<file path="config.mk">
export PLATFORM = sky130hd
export DESIGN_NAME = uart_core
export DESIGN_NICKNAME = d
export VERILOG_FILES = /design/src/rtl/uart_pkg.sv /design/src/rtl/uart_fifo.sv /design/src/rtl/uart_core.sv
export SDC_FILE = /design/constraint.sdc
export NUM_CORES = 1
export LEC_CHECK = 0
export CAP_MARGIN = 25
export CORE_UTILIZATION = 55
export DETAILED_ROUTE_END_ITERATION = 8
export PLACE_DENSITY = 0.79
export SYNTH_ARGS = -nofsm -noshare
export SYNTH_HDL_FRONTEND = slang
export SYNTH_SLANG_ARGS = --single-unit
</file>
<file path="constraint.sdc">
create_clock -name clk -period 5.4 [get_ports clk]
set_input_delay 0.81 -clock clk [delete_from_list [all_inputs] [get_ports clk]]
set_output_delay 0.81 -clock clk [all_outputs]
set_load 0.05 [all_outputs]
</file>
<file path="src/rtl/uart_pkg.sv">
`default_nettype none
// ============================================================================
//  Module      : uart_pkg
//  Description : Shared constants for the UART core: parity-mode encodings,
//                FSM state encodings (used by both RX and TX) and the
//                oversampling factor.
//  Ports       : none (package)
//  Revision    : 1.0 - initial release
// ============================================================================
package uart_pkg;

    // Baud ticks per serial bit
    localparam int c_oversample = 16;

    // parity_mode encodings; 2'b11 is treated as no parity
    localparam logic [1:0] c_par_none = 2'b00;
    localparam logic [1:0] c_par_even = 2'b01;
    localparam logic [1:0] c_par_odd  = 2'b10;

    // FSM state encodings shared by RX and TX
    typedef logic [2:0] uart_state_t;
    localparam uart_state_t c_st_idle   = 3'd0;
    localparam uart_state_t c_st_start  = 3'd1;
    localparam uart_state_t c_st_data   = 3'd2;
    localparam uart_state_t c_st_parity = 3'd3;
    localparam uart_state_t c_st_stop   = 3'd4;

    function automatic logic parity_enabled(input logic [1:0] mode);
        return (mode == c_par_even) || (mode == c_par_odd);
    endfunction

endpackage
`default_nettype wire

</file>
<file path="src/rtl/uart_fifo.sv">
`default_nettype none
// ============================================================================
//  Module      : uart_fifo
//  Description : Synchronous first-word-fall-through FIFO, depth 2**FIFO_W.
//                Extra pointer MSB distinguishes full from empty.
//  Ports       : clk, reset (async, active-high)
//                i_wr / i_w_data  - push (ignored when full unless popping)
//                i_rd             - pop (ignored when empty)
//                o_r_data         - head word (0 while empty)
//                o_full / o_empty - status
//  Revision    : 1.0 - initial release
// ============================================================================
module uart_fifo #(
    parameter int DBIT   = 8,
    parameter int FIFO_W = 2
) (
    input  logic            clk,
    input  logic            reset,
    input  logic            i_wr,
    input  logic            i_rd,
    input  logic [DBIT-1:0] i_w_data,
    output logic [DBIT-1:0] o_r_data,
    output logic            o_full,
    output logic            o_empty
);

    localparam int c_depth = 2 ** FIFO_W;

    logic [DBIT-1:0] r_mem [0:c_depth-1];
    logic [FIFO_W:0] r_wr_ptr;
    logic [FIFO_W:0] r_rd_ptr;
    logic            w_do_wr;
    logic            w_do_rd;

    assign o_empty = (r_wr_ptr == r_rd_ptr);
    assign o_full  = (r_wr_ptr[FIFO_W] != r_rd_ptr[FIFO_W]) &&
                     (r_wr_ptr[FIFO_W-1:0] == r_rd_ptr[FIFO_W-1:0]);

    // A pop frees the slot being written when full, so both may proceed.
    assign w_do_wr = i_wr && (!o_full || i_rd);
    assign w_do_rd = i_rd && !o_empty;

    assign o_r_data = o_empty ? '0 : r_mem[r_rd_ptr[FIFO_W-1:0]];

    always_ff @(posedge clk) begin
        if (w_do_wr) begin
            r_mem[r_wr_ptr[FIFO_W-1:0]] <= i_w_data;
        end
    end

    always_ff @(posedge clk or posedge reset) begin
        if (reset) begin
            r_wr_ptr <= '0;
            r_rd_ptr <= '0;
        end else begin
            if (w_do_wr) r_wr_ptr <= r_wr_ptr + 1'b1;
            if (w_do_rd) r_rd_ptr <= r_rd_ptr + 1'b1;
        end
    end

endmodule
`default_nettype wire

</file>
<file path="src/rtl/uart_core.sv">
`default_nettype none
// ============================================================================
//  Module      : uart_core
//  Description : UART with runtime baud divisor, optional even/odd parity,
//                16x oversampled receiver and TX/RX FIFOs with sticky errors.
//  Ports       : clk, reset (async, active-high)
//                rx / tx            - serial lines, idle high
//                dvsr               - tick period = dvsr+1 clocks
//                parity_mode        - 00 none, 01 even, 10 odd, 11 none
//                wr_uart, w_data    - TX FIFO push;  tx_full, tx_idle status
//                rd_uart, r_data    - RX FIFO pop/head; rx_empty status
//                parity_err, frame_err, overrun_err - sticky, clr_err clears
//  Revision    : 1.0 - initial release
// ============================================================================
module uart_core
    import uart_pkg::*;
#(
    parameter int DBIT     = 8,
    parameter int SB_TICK  = 16,
    parameter int DVSR_BIT = 11,
    parameter int FIFO_W   = 2
) (
    input  logic                clk,
    input  logic                reset,
    input  logic                rx,
    output logic                tx,
    input  logic [DVSR_BIT-1:0] dvsr,
    input  logic [1:0]          parity_mode,
    input  logic                wr_uart,
    input  logic [DBIT-1:0]     w_data,
    output logic                tx_full,
    output logic                tx_idle,
    input  logic                rd_uart,
    output logic [DBIT-1:0]     r_data,
    output logic                rx_empty,
    output logic                parity_err,
    output logic                frame_err,
    output logic                overrun_err,
    input  logic                clr_err
);

    localparam int c_sw = (SB_TICK > c_oversample) ? $clog2(SB_TICK) : $clog2(c_oversample);
    localparam logic [c_sw-1:0] c_s_mid      = c_sw'(c_oversample / 2 - 1);
    localparam logic [c_sw-1:0] c_s_bit_end  = c_sw'(c_oversample - 1);
    localparam logic [c_sw-1:0] c_s_stop_end = c_sw'(SB_TICK - 1);
    localparam logic [2:0]      c_n_last     = 3'(DBIT - 1);

    // ---------------- baud generator ----------------
    // ">=" lets a shrinking dvsr take effect without running past the wrap.
    logic [DVSR_BIT-1:0] r_baud_cnt;
    logic                w_tick;

    assign w_tick = (r_baud_cnt >= dvsr);

    always_ff @(posedge clk or posedge reset) begin
        if (reset)       r_baud_cnt <= '0;
        else if (w_tick) r_baud_cnt <= '0;
        else             r_baud_cnt <= r_baud_cnt + 1'b1;
    end

    // ---------------- rx synchroniser ----------------
    logic r_rx_sync1;
    logic r_rx_sync2;

    always_ff @(posedge clk or posedge reset) begin
        if (reset) begin
            r_rx_sync1 <= 1'b1;
            r_rx_sync2 <= 1'b1;
        end else begin
            r_rx_sync1 <= rx;
            r_rx_sync2 <= r_rx_sync1;
        end
    end

    // ---------------- receiver FSM ----------------
    uart_state_t     r_rx_state, w_rx_state_nx;
    logic [c_sw-1:0] r_rx_s, w_rx_s_nx;
    logic [2:0]      r_rx_n, w_rx_n_nx;
    logic [DBIT-1:0] r_rx_b, w_rx_b_nx;
    logic [1:0]      r_rx_pmode, w_rx_pmode_nx;
    logic            r_rx_par_bad, w_rx_par_bad_nx;
    logic            w_rx_done;
    logic            w_frame_evt;
    logic            w_rx_full;

    always_ff @(posedge clk or posedge reset) begin
        if (reset) begin
            r_rx_state   <= c_st_idle;
            r_rx_s       <= '0;
            r_rx_n       <= '0;
            r_rx_b       <= '0;
            r_rx_pmode   <= c_par_none;
            r_rx_par_bad <= 1'b0;
        end else begin
            r_rx_state   <= w_rx_state_nx;
            r_rx_s       <= w_rx_s_nx;
            r_rx_n       <= w_rx_n_nx;
            r_rx_b       <= w_rx_b_nx;
            r_rx_pmode   <= w_rx_pmode_nx;
            r_rx_par_bad <= w_rx_par_bad_nx;
        end
    end

    always_comb begin
        w_rx_state_nx   = r_rx_state;
        w_rx_s_nx       = r_rx_s;
        w_rx_n_nx       = r_rx_n;
        w_rx_b_nx       = r_rx_b;
        w_rx_pmode_nx   = r_rx_pmode;
        w_rx_par_bad_nx = r_rx_par_bad;
        w_rx_done       = 1'b0;
        w_frame_evt     = 1'b0;
        case (r_rx_state)
            c_st_idle: begin
                if (!r_rx_sync2) begin
                    w_rx_state_nx = c_st_start;
                    w_rx_s_nx     = '0;
                    w_rx_pmode_nx = parity_mode;
                end
            end
            c_st_start: begin
                if (w_tick) begin
                    if (r_rx_s == c_s_mid) begin
                        // Mid-start re-check filters glitches on the line
                        if (!r_rx_sync2) begin
                            w_rx_state_nx   = c_st_data;
                            w_rx_s_nx       = '0;
                            w_rx_n_nx       = '0;
                            w_rx_par_bad_nx = 1'b0;
                        end else begin
                            w_rx_state_nx = c_st_idle;
                        end
                    end else begin
                        w_rx_s_nx = r_rx_s + 1'b1;
                    end
                end
            end
            c_st_data: begin
                if (w_tick) begin
                    if (r_rx_s == c_s_bit_end) begin
                        w_rx_s_nx = '0;
                        w_rx_b_nx = {r_rx_sync2, r_rx_b[DBIT-1:1]};
                        if (r_rx_n == c_n_last) begin
                            w_rx_state_nx = parity_enabled(r_rx_pmode) ? c_st_parity : c_st_stop;
                        end else begin
                            w_rx_n_nx = r_rx_n + 1'b1;
                        end
                    end else begin
                        w_rx_s_nx = r_rx_s + 1'b1;
                    end
                end
            end
            c_st_parity: begin
                if (w_tick) begin
                    if (r_rx_s == c_s_bit_end) begin
                        w_rx_s_nx       = '0;
                        w_rx_par_bad_nx = ((^r_rx_b) ^ r_rx_sync2) != (r_rx_pmode == c_par_odd);
                        w_rx_state_nx   = c_st_stop;
                    end else begin
                        w_rx_s_nx = r_rx_s + 1'b1;
                    end
                end
            end
            c_st_stop: begin
                if (w_tick) begin
                    if (r_rx_s == c_s_stop_end) begin
                        w_rx_state_nx = c_st_idle;
                        w_rx_done     = 1'b1;
                        w_frame_evt   = !r_rx_sync2;
                    end else begin
                        w_rx_s_nx = r_rx_s + 1'b1;
                    end
                end
            end
            default: w_rx_state_nx = c_st_idle;
        endcase
    end

    uart_fifo #(.DBIT(DBIT), .FIFO_W(FIFO_W)) u_rx_fifo (
        .clk      (clk),
        .reset    (reset),
        .i_wr     (w_rx_done),
        .i_rd     (rd_uart),
        .i_w_data (r_rx_b),
        .o_r_data (r_data),
        .o_full   (w_rx_full),
        .o_empty  (rx_empty)
    );

    // ---------------- sticky error flags (set beats clear) ----------------
    logic w_overrun_evt;
    logic r_parity_err, r_frame_err, r_overrun_err;

    assign w_overrun_evt = w_rx_done && w_rx_full && !rd_uart;

    always_ff @(posedge clk or posedge reset) begin
        if (reset) begin
            r_parity_err  <= 1'b0;
            r_frame_err   <= 1'b0;
            r_overrun_err <= 1'b0;
        end else begin
            if (w_rx_done && r_rx_par_bad) r_parity_err <= 1'b1;
            else if (clr_err)              r_parity_err <= 1'b0;
            if (w_frame_evt)               r_frame_err <= 1'b1;
            else if (clr_err)              r_frame_err <= 1'b0;
            if (w_overrun_evt)             r_overrun_err <= 1'b1;
            else if (clr_err)              r_overrun_err <= 1'b0;
        end
    end

    assign parity_err  = r_parity_err;
    assign frame_err   = r_frame_err;
    assign overrun_err = r_overrun_err;

    // ---------------- transmitter FSM ----------------
    uart_state_t     r_tx_state, w_tx_state_nx;
    logic [c_sw-1:0] r_tx_s, w_tx_s_nx;
    logic [2:0]      r_tx_n, w_tx_n_nx;
    logic [DBIT-1:0] r_tx_b, w_tx_b_nx;
    logic            r_tx_par, w_tx_par_nx;
    logic            r_tx_pen, w_tx_pen_nx;
    logic            r_tx, w_tx_nx;
    logic            r_tx_avail;
    logic            w_tx_pop;
    logic            w_tx_empty;
    logic [DBIT-1:0] w_tx_head;

    always_ff @(posedge clk or posedge reset) begin
        if (reset) begin
            r_tx_state <= c_st_idle;
            r_tx_s     <= '0;
            r_tx_n     <= '0;
            r_tx_b     <= '0;
            r_tx_par   <= 1'b0;
            r_tx_pen   <= 1'b0;
            r_tx       <= 1'b1;
            r_tx_avail <= 1'b0;
        end else begin
            r_tx_state <= w_tx_state_nx;
            r_tx_s     <= w_tx_s_nx;
            r_tx_n     <= w_tx_n_nx;
            r_tx_b     <= w_tx_b_nx;
            r_tx_par   <= w_tx_par_nx;
            r_tx_pen   <= w_tx_pen_nx;
            r_tx       <= w_tx_nx;
            r_tx_avail <= !w_tx_empty;
        end
    end

    // From idle, a frame starts only once the FIFO has been non-empty for a
    // full cycle, giving a fixed two-edge write-to-start-bit latency.
    always_comb begin
        w_tx_state_nx = r_tx_state;
        w_tx_s_nx     = r_tx_s;
        w_tx_n_nx     = r_tx_n;
        w_tx_b_nx     = r_tx_b;
        w_tx_par_nx   = r_tx_par;
        w_tx_pen_nx   = r_tx_pen;
        w_tx_nx       = r_tx;
        w_tx_pop      = 1'b0;
        case (r_tx_state)
            c_st_idle: begin
                w_tx_nx = 1'b1;
                if (r_tx_avail && !w_tx_empty) w_tx_pop = 1'b1;
            end
            c_st_start: begin
                if (w_tick) begin
                    if (r_tx_s == c_s_bit_end) begin
                        w_tx_state_nx = c_st_data;
                        w_tx_s_nx     = '0;
                        w_tx_n_nx     = '0;
                        w_tx_nx       = r_tx_b[0];
                    end else begin
                        w_tx_s_nx = r_tx_s + 1'b1;
                    end
                end
            end
            c_st_data: begin
                if (w_tick) begin
                    if (r_tx_s == c_s_bit_end) begin
                        w_tx_s_nx = '0;
                        w_tx_b_nx = {1'b0, r_tx_b[DBIT-1:1]};
                        if (r_tx_n == c_n_last) begin
                            w_tx_state_nx = r_tx_pen ? c_st_parity : c_st_stop;
                            w_tx_nx       = r_tx_pen ? r_tx_par : 1'b1;
                        end else begin
                            w_tx_n_nx = r_tx_n + 1'b1;
                            w_tx_nx   = r_tx_b[1];
                        end
                    end else begin
                        w_tx_s_nx = r_tx_s + 1'b1;
                    end
                end
            end
            c_st_parity: begin
                if (w_tick) begin
                    if (r_tx_s == c_s_bit_end) begin
                        w_tx_state_nx = c_st_stop;
                        w_tx_s_nx     = '0;
                        w_tx_nx       = 1'b1;
                    end else begin
                        w_tx_s_nx = r_tx_s + 1'b1;
                    end
                end
            end
            c_st_stop: begin
                if (w_tick) begin
                    if (r_tx_s == c_s_stop_end) begin
                        if (!w_tx_empty) w_tx_pop = 1'b1;  // back-to-back frame
                        else             w_tx_state_nx = c_st_idle;
                    end else begin
                        w_tx_s_nx = r_tx_s + 1'b1;
                    end
                end
            end
            default: begin
                w_tx_state_nx = c_st_idle;
                w_tx_nx       = 1'b1;
            end
        endcase
        // Frame load: data and parity settings are frozen for the whole frame
        if (w_tx_pop) begin
            w_tx_state_nx = c_st_start;
            w_tx_s_nx     = '0;
            w_tx_b_nx     = w_tx_head;
            w_tx_par_nx   = (^w_tx_head) ^ (parity_mode == c_par_odd);
            w_tx_pen_nx   = parity_enabled(parity_mode);
            w_tx_nx       = 1'b0;
        end
    end

    uart_fifo #(.DBIT(DBIT), .FIFO_W(FIFO_W)) u_tx_fifo (
        .clk      (clk),
        .reset    (reset),
        .i_wr     (wr_uart),
        .i_rd     (w_tx_pop),
        .i_w_data (w_data),
        .o_r_data (w_tx_head),
        .o_full   (tx_full),
        .o_empty  (w_tx_empty)
    );

    assign tx      = r_tx;
    assign tx_idle = (r_tx_state == c_st_idle) && w_tx_empty;

endmodule
`default_nettype wire
</file>
# Word-level counts from Yosys, hierarchy flattened
# Memory sizes are Yosys's and may differ from the RTL's.
# Cells that the tools add are included.
# Widths: inputs -> output; s select.
[op_classes] n_div=0 eq_ne=57 n_lt_le_gt_ge=1 n_shift=0 add_sub_neg=9 n_mux=95 reduce_logical=49 n_mul=0 bitwise=3
[op_table] cell="$mux 3" n=34
[op_table] cell="$mux 4" n=12
[op_table] cell="$mux 8" n=6
[op_table] cell="$ne 2x2->1 const B" n=18
[op_table] cell="$mux 1" n=32
[op_table] cell="$ne 3x2->1 const B" n=10
[op_table] cell="$pmux 3 s5" n=2
[op_table] cell="$add 3x1->3 const B" n=6
[op_table] cell="$reduce_bool 2->1" n=9
[op_table] cell="$pmux 4 s4" n=1
[op_table] cell="$reduce_xor 8->1" n=2
[op_table] cell="$reduce_and 7->1" n=2
[op_table] cell="$eq 3x2->1 const B" n=4
[op_table] cell="$eq 3x3->1 const B" n=4
[op_table] cell="$pmux 3 s2" n=2
[op_table] cell="$reduce_and 6->1" n=2
[op_table] cell="$add 11x1->11 const B" n=1
[op_table] cell="$ge 11x11->1" n=1
[op_table] cell="$logic_and 1x1->1" n=11
[op_table] cell="$mux 11" n=1
[op_table] cell="$reduce_and 11->1" n=1
[op_table] cell="$reduce_and 10->1" n=1
[op_table] cell="$add 4x1->4 const B" n=2
[op_table] cell="$eq 4x4->1 const B" n=2
[op_table] cell="other kinds (26)" n=48
[totals] romBits=0 inputBits=27 mem_count=2 ramBits=64 elab_cells=240 regBits=71 latch_bits=0 output_inout_bits=15
[mem_list] name="u_rx_fifo.r_mem" words=4 width=8 rd=1 rd_clocked_by_memory_dff=0 wr=1 line="uart_fifo.sv:29" text="logic [DBIT-1:0] r_mem [0:c_depth-1];"
[mem_list] name="u_tx_fifo.r_mem" words=4 width=8 rd=1 rd_clocked_by_memory_dff=0 wr=1 line="uart_fifo.sv:29"

# Depth between registers and ports, before layout
# Gate-level depths: netlist of the first run.
[depth] word_depth=9 mapped_depth=11 ltp_nobuf=9

# Hierarchy
# A second synthesis of the first run with hierarchy kept.
[hier_totals] hier_cells=534 hier_area_um2=6919.1
[by_module_without_submodules] mod="uart_core" instances=1 cells_per_inst=362 area_per_inst_um2=3588.4 seq_area_each_um2=1480.2
[by_module_without_submodules] mod="uart_fifo" instances=2 cells_per_inst=86 area_per_inst_um2=1665.3 seq_area_each_um2=1111.1

# Worst setup path after synthesis of the first run
# No wires, ideal clock.
[synth_timing] kind="register to output" startpoint="reg u_tx_fifo.r_rd_ptr[1]" endpoint="out tx_idle" arrival_ns=2.063 slack_ns=2.527 path_buffers=1 t_required_ns=4.590 path_stages_with_launch=6 path_cell_list="dfrtp_1 buf_4 xnor2_1 and3_4 inv_4 nor3_1"
[synth_via] elab_chain_len=2
[synth_lines] element="from (decl)" line="uart_fifo.sv:31" text="logic [FIFO_W:0] r_rd_ptr;"
[synth_lines] element="from (signal assigned)" line="uart_fifo.sv:57" text="if (w_do_rd) r_rd_ptr <= r_rd_ptr + 1'b1;"
[synth_lines] element="$eq 3x3->1" line="uart_fifo.sv:35" text="assign o_empty = (r_wr_ptr == r_rd_ptr);"
[synth_lines] element="$logic_and 1x1->1" line="uart_core.sv:344" text="assign tx_idle = (r_tx_state == c_st_idle) && w_tx_empty;"
[synth_lines] element="to (decl)" line="uart_core.sv:32" text="output logic tx_idle,"
# Every way passes these cells.

# Worst setup path in the final report of the first run
[layout_timing] startpoint="in dvsr[2]" endpoint="reg u_tx_fifo.r_wr_ptr[2]"
[layout_via] elab_chain_len=5
[layout_lines] element="from (decl)" line="uart_core.sv:27" text="input logic [DVSR_BIT-1:0] dvsr,"
[layout_lines] element="$ge 11x11->1" line="uart_core.sv:53" text="assign w_tick = (r_baud_cnt >= dvsr);"
[layout_lines] element="$mux 1" line="uart_core.sv:307" text="if (w_tick) begin"
[layout_lines] element="$pmux 1 s2" line="uart_core.sv:261" text="case (r_tx_state)"
[layout_lines] element="$logic_or 1x1->1" line="uart_fifo.sv:40" text="assign w_do_wr = i_wr && (!o_full || i_rd);"
[layout_lines] element="$logic_and 1x1->1" line="uart_fifo.sv:40"
[layout_lines] element="to (signal assigned)" line="uart_fifo.sv:56" text="if (w_do_wr) r_wr_ptr <= r_wr_ptr + 1'b1;"
[layout_lines] element="to (decl)" line="uart_fifo.sv:30" text="logic [FIFO_W:0] r_wr_ptr;"
# Every way passes these cells.
# A chain may end at the register's enable or synchronous reset.

==> results of run 1 <==
-- final timing paths --
path | start | to | slack [ps]
max | dvsr[2] | u_tx_fifo.r_wr_ptr[2] | 1810
min | r_rx_sync1 | r_rx_sync2 | 360
max reg2reg | r_baud_cnt[2] | u_tx_fifo.r_wr_ptr[2] | 2260
min reg2reg | r_rx_sync1 | r_rx_sync2 | 360
max in group asynchronous | reset | u_tx_fifo.r_wr_ptr[2] | 3820
min in group asynchronous | reset | r_baud_cnt[7] | 1000
-- kinds of logic after synthesis --
kind of cell / after synthesis / synth area share, %
multiplexers: 41 / 9.63
AND/OR/NAND/NOR: 141 / 11.7
flip-flops: 135 / 56.3
buffers and inverters: 49 / 3.35
AO/OA/AOI/OAI: 75 / 7.65
adder cells (fa/ha/maj): 30 / 5.71
XOR/XNOR: 42 / 5.60
-- cell type report --
type	instances	area, um^2	area share, %
Multi-Input combinational cell	329	2660	34.5
Clock buffer	18	429	5.58
Timing Repair Buffer	43	425	5.53
Tap cell	143	179	2.33
Inverter	30	115	1.50
Clock inverter	14	183	2.38
Sequential cell	135	3700	48.1
-- layout by cell type, fill, tap and decap left out, types with 4 or more instances in the layout --
master           Yosys  layout
a21oi_1             18      18
a22o_1               4       4
and2_1               8       8
and3_1               6       6
bufinv_16            0       4
clkbuf_16            0      17
clkdlybuf4s50_1      0      41
dfrtp_1             68      68
edfxtp_1            64      64
ha_1                30      30
inv_1               29      28
mux2_2              14      14
mux2i_1             10      10
mux4_2              15      15
nand2_1             33      33
nand2b_1             9       9
nand3_1             12      12
nor2_1              27      27
nor2b_1             13      13
nor3_1               8       8
nor3b_1              5       5
o21ai_0             18      18
o21ai_1              6       6
xnor2_1             31      31
xor2_1              11      11
-- sequential cells by signal (all words and copies together), names as in the netlist, 4 cells and up --
register and cells:
r_tx_b 8, r_rx_b 8, r_rx_s 4, r_tx_s 4
r_baud_cnt 11, u_rx_fifo.r_mem 32, u_tx_fifo.r_mem 32
-- stage by stage --
stage	hold slack [ps]	utilization (%)	power (mW)
6_report	358	66.8	4.12
3_3_place_gp	347	61.5	2.89
2_1_floorplan	345	-	2.65
5_1_grt	362	66.8	4.37
3_5_place_dp	350	61.5	2.95
4_1_cts	358	66.8	4.16
-- synthesized netlist by cell type, types with 2 or more instances --
cell type	instances	area share, %
a31oi_1	2	0.19
ha_1	30	5.7
a22o_1	4	0.53
o2bb2ai_1	3	0.40
mux4_2	15	5.1
xnor2_1	31	4.1
buf_6	2	0.34
nand3b_1	3	0.34
a21o_1	3	0.34
or2_2	3	0.29
nand3_1	12	0.91
nor3_1	8	0.61
nor2b_1	13	1.2
dfstp_2	3	1.2
and2_1	8	0.76
nand4_1	3	0.29
and3_1	6	0.57
nor3b_1	5	0.57
buf_4	3	0.34
mux2i_1	10	1.5
inv_1	29	1.7
clkbuf_1	7	0.40
a21oi_1	18	1.4
edfxtp_1	64	29
nand2_1	33	1.9
dfrtp_1	68	26
nand3_2	2	0.30
nand2b_1	9	0.86
o21bai_1	2	0.23
o21ai_0	18	1.4
nor4_4	2	0.65
mux2_2	14	2.4
o22ai_1	3	0.29
buf_2	6	0.46
nor2_1	27	1.5
xor2_1	11	1.5
o21ai_1	6	0.46
-- metal layers --
metal | vias up | routed length [um]
met5 | - | 0
met4 | 0 | 131
met3 | 10 | 438
met2 | 59 | 5900
met1 | 2026 | 5100
li1 | 1939 | -
-- worst max-delay path, stage by stage --
cell	delay, ps
clkdlybuf4s50_1	470
inv_1	50
ha_1	300
a21oi_1	150
o21ai_1	80
a21oi_1	260
nand2_1	470
a21o_1	520
o311a_1	550
xor2_1	200
-- report_power, final --
part           internal (mW)  switching [mW]
sequential              1.30           0.249
clock                  0.767           0.419
combinational          0.629           0.764
==> results.md, run 1 <==
- Post-CTS Setup Inserts: 0
- CTS tree: done
- Max IR drop VDD: 0.370 mV
- Vias per cell: 5.67
- Diode count: 0
- Main synth FF type: dfrtp_1
- Crit end category: register
- Die W: 111 um
- Starting density of the core: 57.1%
- # IOs: 42
- Mapped Area: 0.00657 mm^2
- Vias in the first global route: 4151
- Clock Latency Late Sink: 420 ps
- Final Instance Area: 0.00769 mm^2
- Layout cell share with drive strength beyond 1: 14.2%
- Cts hold-fix bufs: 0
- Port buffer count: 41
- Cell depth of the worst flop-to-flop path: 8
- DRT Pass-1 Iters: 6
- Layout Skew: 7.81 ps
- Final setup margin: 1810 ps
- CTS Buf Count: 17
- Setup tns final: 0 ps
- Setup WS pre-CTS: 1390 ps
- Synth Instances: 513
- Status: finished, violations left
- Violated checks: design-rule violations
- Kind of start point of the critical path: primary input
- Critical Path Fanout Max: 22
- Routed vias: 4034
- Leakage: 3.00 nW
- Filler instances: 822
- Die Area: 0.0124 mm^2
- Dpl cell area: 0.00708 mm^2
- Met1 usage: 26.0%
- Largest net degree at the start of global routing: 72
- DR WL/cell: 16.3 um
- Yosys cell types: 64
- Post-DP HPWL: 7650 um
- Pwr/cell area: 536 mW/mm^2
- Worst Path Required: 5670 ps
- Std cell rows: 39
- Layout Cells excl Fill: 712
- Total wire length: 11600 um
- Final Hold Viols: 0
- # DRC: 6
- Global-route wire length before repair: 20100 um
- Slew Limit Fails: 0
- # H-tree levels: 4
- Hold/Removal Path Class: register to register
- Worst setup path class: primary input to register
- Die height: 111 um
- Worst rel slew slack: 39.6%
- Post-synth EDFFs: 64
- Area delta synth->final: 17.0%
- Syn_nets: 570
- Global route overflow: 0
- Most crowded layer after global routing: met2
- Final period utilization: 66.5%
- GRT Resource Usage Total: 20.8%
- Num Clock Sinks: 135
- Clock Path Buffers: 2
- RD Place Congestion: 0.811
- Worst-Margin Slew: 906 ps
- Inst Count DP: 680
- Final antenna-violating net count: 0
- CTS clk-pin slew, worst paths: 50 ps
- Net count of the finished layout: 613
- Max cap viols: 0
- Register area share after synthesis: 56.3%
- Final setup viols: 0
- Core area: 0.0115 mm^2
- Fin crit period: 3590 ps
- Root buffer cell: clkbuf_16
- Cells on Worst Hold Path: 0
- Initial antenna violation count: 0
- Crit path DAT: 3860 ps
- Drt initial violations: 222
- Avg Cell Area, Syn: 12.8 um^2
- Yosys reg bits: 135
- YS warnings: 0
- Ys async rst share: 52.6%
- Met3 usage: 5.96%
- Post-CTS Resized: 0
- Met2 global-route usage: 35.1%
- RSZ-0062 raised after global routing: false
- Max Freq: 278 MHz
(Power assumes the default switching activity.)
==> run 2, diff against run 1 <==
--- a/config.mk
+++ b/config.mk
@@ -6,9 +6,9 @@
 export NUM_CORES = 1
 export LEC_CHECK = 0
 export CAP_MARGIN = 25
-export CORE_UTILIZATION = 55
+export CORE_UTILIZATION = 54
 export DETAILED_ROUTE_END_ITERATION = 8
-export PLACE_DENSITY = 0.79
+export PLACE_DENSITY = 0.81
 export SYNTH_ARGS = -nofsm -noshare
 export SYNTH_HDL_FRONTEND = slang
 export SYNTH_SLANG_ARGS = --single-unit
==> constraint.sdc (replaced) <==
create_clock -name clk -period 3 [get_ports clk]
set_input_delay 0.45 -clock clk [delete_from_list [all_inputs] [get_ports clk]]
set_output_delay 0.45 -clock clk [all_outputs]
set_load 0.05 [all_outputs]
==> results.md, run 2 (synthesis results as in run 1) <==
- Status: finished, violations left
- Violated checks: design-rule violations
- CTS tree: done
- Kind of start point of the critical path: register
- Crit-path slowest cell: clkdlybuf4s50_1
- CP top delay family: buffers and inverters
- Drt initial violations: 276
- Die height: 112 um
- Root buffer cell: clkbuf_16
- Clock Latency Late Sink: 420 ps
- Port buffer count: 41
- Std cell rows: 39
- Max Freq: 355 MHz
- CP cell instances: xnor2_1 -> and3_1 -> nor2b_1 -> clkdlybuf4s50_1
- Leakage: 3.14 nW
- Area delta synth->final: 20.8%
- Starting density of the core: 56.4%
- Slew Limit Fails: 0
- Core area: 0.0117 mm^2
- Clock Path Buffers: 2
- Die W: 112 um
- Cell depth of the worst flop-to-flop path: 7
- Worst rel slew slack: 60.2%
- Die Area: 0.0126 mm^2
- Critical path endpoint: r_data[7]
- Final antenna-violating net count: 0
- Routed vias: 4090
- DR WL/cell: 17.3 um
- # H-tree levels: 4
- Num Clock Sinks: 135
- Reg2reg start: r_baud_cnt[8]
- DRT Pass-1 Iters: 7
- Crit end category: primary output
- # DRC: 6
- Fin crit period: 2820 ps
- Buf/Inv on CP: 1
- Worst setup path start: u_rx_fifo.r_rd_ptr[1]
- RR Endpoint: u_rx_fifo.r_mem[1][3]
- Critical Path Fanout Max: 11
- CTS Buf Count: 17
- CTS clk-pin slew, worst paths: 60 ps
- RSZ-0062 raised after global routing: false
- Pwr/cell area: 998 mW/mm^2
- Final period utilization: 93.9%
- Setup tns final: 0 ps
- Hold/Removal Path Class: register to register
- Most common cell after layout, fill and taps aside: dfrtp_1
- Worst setup path class: register to primary output
- Vias in the first global route: 4329
- Most frequent cells in the layout: dfrtp_1 (67), edfxtp_1 (64), nand2_1 (33)
- # IOs: 42
- Vias per cell: 5.63
- Layout cell share with drive strength beyond 1: 17.0%
- GRT Resource Usage Total: 22.4%
- Layout Skew: 7.67 ps
- Worst-Margin Slew: 597 ps
- Total wire length: 12600 um
- CP max stage delay: 710 ps
- Setup WS pre-CTS: -96.3 ps
- Initial antenna violation count: 0
- Post-DP HPWL: 8690 um
- Net count of the finished layout: 628
- Flop2flop setup slack: 450 ps
- RD Place Congestion: 0.850
- Global route overflow: 0
- Crit path DAT: 2370 ps
- Worst Path Required: 2550 ps
- Largest net degree at the start of global routing: 46
- Final Hold Viols: 0
- Max cap viols: 0
- Cts hold-fix bufs: 0
- Final setup viols: 0
- Max IR drop VDD: 0.635 mV
- Critical path depth in cells: 4
- Final setup margin: 183 ps
- Filler instances: 815
- Diode count: 0
- Global-route wire length before repair: 21300 um
-- run 2: cell types whose count changed in the layout (fill, tap and decap cells not counted), moves of 3 or more --
| cell | previous run | this run |
|---|---|---|
| clkdlybuf4s50_1 | 41 | 32 |
| buf_12 | 0 | 3 |
| buf_4 | 2 | 15 |
| bufinv_16 | 4 | 8 |
| dlygate4sd2_1 | 0 | 6 |
-- run 2: worst register-to-register path: stages, from the launching register on --
cell and delay (ps):
dfrtp_1 410, ha_1 320, a21oi_1 70, o21ai_0 210, a21oi_1 120, and2_1 290, nor4_4 380, and2_1 420
-- run 2: final cells by class --
| type | instances | area, um^2 | area share, % |
|---|---|---|---|
| clock buffers | 19 | 443 | 5.58 |
| clock inverters | 13 | 274 | 3.45 |
| inverters | 30 | 115 | 1.45 |
| multi-input cells | 329 | 2660 | 33.4 |
| flip-flops and latches | 135 | 3700 | 46.6 |
| well taps | 143 | 179 | 2.25 |
| repair buffers | 58 | 571 | 7.18 |
-- run 2: how the worst min path moves through the flow --
stage                     from         end  slack (ps)  cells after the start
finish              r_rx_sync1  r_rx_sync2         360                      0
global route        r_rx_sync1  r_rx_sync2         370                      0
CTS                 r_rx_sync1  r_rx_sync2         370                      0
detailed placement  r_rx_sync1  r_rx_sync2         360                      0
global placement    r_rx_sync1  r_rx_sync2         360                      0
floorplan           r_rx_sync1  r_rx_sync2         350                      0
-- run 2: metrics by stage --
stage / area [um^2] / hold WS, ps / utilization [%] / std cells / power, mW
5_1_grt: 7940 / 372 / 68.1 / 727 / 8.35
4_1_cts: 7940 / 368 / 68.1 / 727 / 7.98
3_3_place_gp: 7230 / 358 / 62.0 / 695 / 5.29
3_5_place_dp: 7230 / 362 / 62.0 / 695 / 5.45
6_report: 7940 / 363 / 68.1 / 727 / 7.93
2_1_floorplan: 6570 / 345 / - / 513 / 4.76
-- run 2: power by group --
| part | internal, mW | switching [mW] | leakage (nW) | total [mW] |
|---|---|---|---|---|
| combinational | 1.20 | 1.50 | 1.39 | 2.71 |
| sequential | 2.34 | 0.372 | 1.40 | 2.71 |
| clock | 1.75 | 0.769 | 0.345 | 2.51 |
| total | 5.29 | 2.64 | 3.14 | 7.93 |
-- run 2: layer usage --
| layer | global-route usage (%) | vias to the layer above | routed length, um |
|---|---|---|---|
| met5 | 0 | - | 0 |
| met4 | 8.89 | 0 | 225 |
| met3 | 5.62 | 16 | 494 |
| met2 | 37.9 | 92 | 6500 |
| met1 | 27.6 | 2018 | 5370 |
| li1 | - | 1964 | - |
-- run 2: timing repair --
action	CTS	global route
setup endpoints to repair	6	2
gates resized for setup	7	2
buffers inserted	0	0
==> run 3, diff against run 2 <==
--- a/config.mk
+++ b/config.mk
@@ -6,9 +6,9 @@
 export NUM_CORES = 1
 export LEC_CHECK = 0
 export CAP_MARGIN = 25
-export CORE_UTILIZATION = 54
+export CORE_UTILIZATION = 55
 export DETAILED_ROUTE_END_ITERATION = 8
-export PLACE_DENSITY = 0.81
+export PLACE_DENSITY = 0.79
 export SYNTH_ARGS = -nofsm -noshare
 export SYNTH_HDL_FRONTEND = slang
 export SYNTH_SLANG_ARGS = --single-unit
==> constraint.sdc (replaced) <==
create_clock -name clk -period 2.71 [get_ports clk]
set_input_delay 0.4065 -clock clk [delete_from_list [all_inputs] [get_ports clk]]
set_output_delay 0.4065 -clock clk [all_outputs]
set_load 0.05 [all_outputs]
==> results.md, run 3 (synthesis results as in run 1) <==
- Reg2reg start: r_baud_cnt[8]
- Layout cell share with drive strength beyond 1: 21.0%
- Area delta synth->final: 21.4%
- RD Place Congestion: 0.793
- Slew Limit Fails: 0
- Layout Cells excl Fill: 742
- Std cell rows: 39
- Dpl cell area: 0.00736 mm^2
- CP cell instances: clkdlybuf4s50_1 -> inv_1 -> ha_1 -> nand4_1 -> nor2_1 -> a21oi_2 -> and2_2 -> nor4_2 -> buf_4 -> mux2i_1 -> o21ai_0
- Drt initial violations: 365
- Cell depth of the worst flop-to-flop path: 9
- RR Endpoint: r_tx_b[6]
- Hold/Removal Path Class: primary input to async pin
- Total wire length: 12400 um
- Worst setup path class: primary input to register
- Pwr/cell area: 1060 mW/mm^2
- Most frequent cells in the layout: dfrtp_1 (68), edfxtp_1 (64), buf_4 (36)
- CTS clk-pin slew, worst paths: 60 ps
- Setup WS pre-CTS: -249 ps
- Layout Skew: 11.0 ps
- Max cap viols: 0
- DR WL/cell: 16.8 um
- Starting density of the core: 57.1%
- Die height: 111 um
- Largest net degree at the start of global routing: 25
- Crit path DAT: 2800 ps
- Filler instances: 800
- RSZ-0062 raised after global routing: false
- Final period utilization: 92.7%
- Worst rel slew slack: 61.3%
- Crit-path slowest cell: clkdlybuf4s50_1
- Post-CTS Resized: 0
- Core area: 0.0115 mm^2
- Clock Latency Late Sink: 420 ps
- Die Area: 0.0124 mm^2
- Most common cell after layout, fill and taps aside: dfrtp_1
- Die W: 111 um
- Post-DP HPWL: 8750 um
- Post-CTS Setup Inserts: 0
- Max IR drop VDD: 0.598 mV
- Critical Path Fanout Max: 10
- DRT Pass-1 Iters: 6
- Global-route wire length before repair: 21300 um
- Cts hold-fix bufs: 0
- Worst-Margin Slew: 580 ps
- # DRC: 6
- Final setup margin: 199 ps
- Final Hold Viols: 0
- Diode count: 0
- # IOs: 42
- # H-tree levels: 4
- CTS Buf Count: 17
- Num Clock Sinks: 135
- Status: finished, violations left
- Global route overflow: 0
- Final antenna-violating net count: 0
- Inst Count DP: 710
- CP max stage delay: 450 ps
- Port buffer count: 41
- Flop2flop setup slack: 270 ps
- Leakage: 3.18 nW
- Worst Path Required: 2990 ps
- Routed vias: 4186
- Worst setup path start: dvsr[10]
- Vias in the first global route: 4354
- Fin crit period: 2510 ps
- Crit end category: register
- CTS tree: done
- Kind of start point of the critical path: primary input
- Net count of the finished layout: 643
- Violated checks: design-rule violations
- Clock Path Buffers: 2
- Max Freq: 398 MHz
- Initial antenna violation count: 0
- GRT Resource Usage Total: 22.4%
- Final setup viols: 0
- Root buffer cell: clkbuf_16
- Vias per cell: 5.64
- Final Instance Area: 0.00798 mm^2
- Power, Total: 8.48 mW
==> run 3: changes by cell type in the layout (fill, tap and decap cells not counted), moves of 2 or more <==
cell and delta:
buf_4 +21, dlygate4sd2_1 -6, bufinv_16 -5, buf_12 +4, clkdlybuf4s50_1 -2, clkinv_2 +2
dlymetal6s2s_1 -2
==> run 3: critical path, delay by kind of cell <==
kind,cells,cell delay [ps]
compound gates,2,210
fa+ha+maj,1,310
buf+inv,3,740
mux,1,240
simple gates,4,880
==> run 3: layer usage <==
layer / vias to the layer above / GRT usage, % / routed length, um
met4: 0 / 6.94 / 127
li1: 1988 / - / -
met1: 2105 / 27.9 / 5300
met3: 15 / 6.45 / 495
met2: 78 / 37.8 / 6520
met5: - / 0 / 0
==> run 3: cell type report <==
type	instances	area, um^2	share of cell area, %
clock inverter	12	150	1.88
tap	143	179	2.24
sequential	135	3700	46.4
multi-input combinational	329	2670	33.4
inverter	30	115	1.44
timing repair buffer	73	711	8.90
clock buffer	20	457	5.72
==> run 3: stage by stage <==
stage	TNS (ps)	utilization [%]	hold slack, ps
after CTS	0	69.2	272
after detailed placement	-17610	63.9	356
final	0	69.3	271
after floorplan	0	-	345
after global placement	-9970	63.9	347
after global routing	0	69.3	299
==> run 3: how the worst max path moves through the flow <==
stage                            endpoint  cells after the start
finish                          r_tx_b[6]                     11
global route        u_rx_fifo.r_mem[3][5]                     10
CTS                         r_rx_state[1]                     11
detailed placement  u_rx_fifo.r_mem[3][3]                     10
global placement                r_rx_b[3]                     10
floorplan                         tx_idle                      5
==> run 3: where the power goes <==
group	switching [mW]	internal, mW
Sequential	0.393	2.58
Combinational	1.73	1.45
Clock	0.843	1.49
Total	2.96	5.52
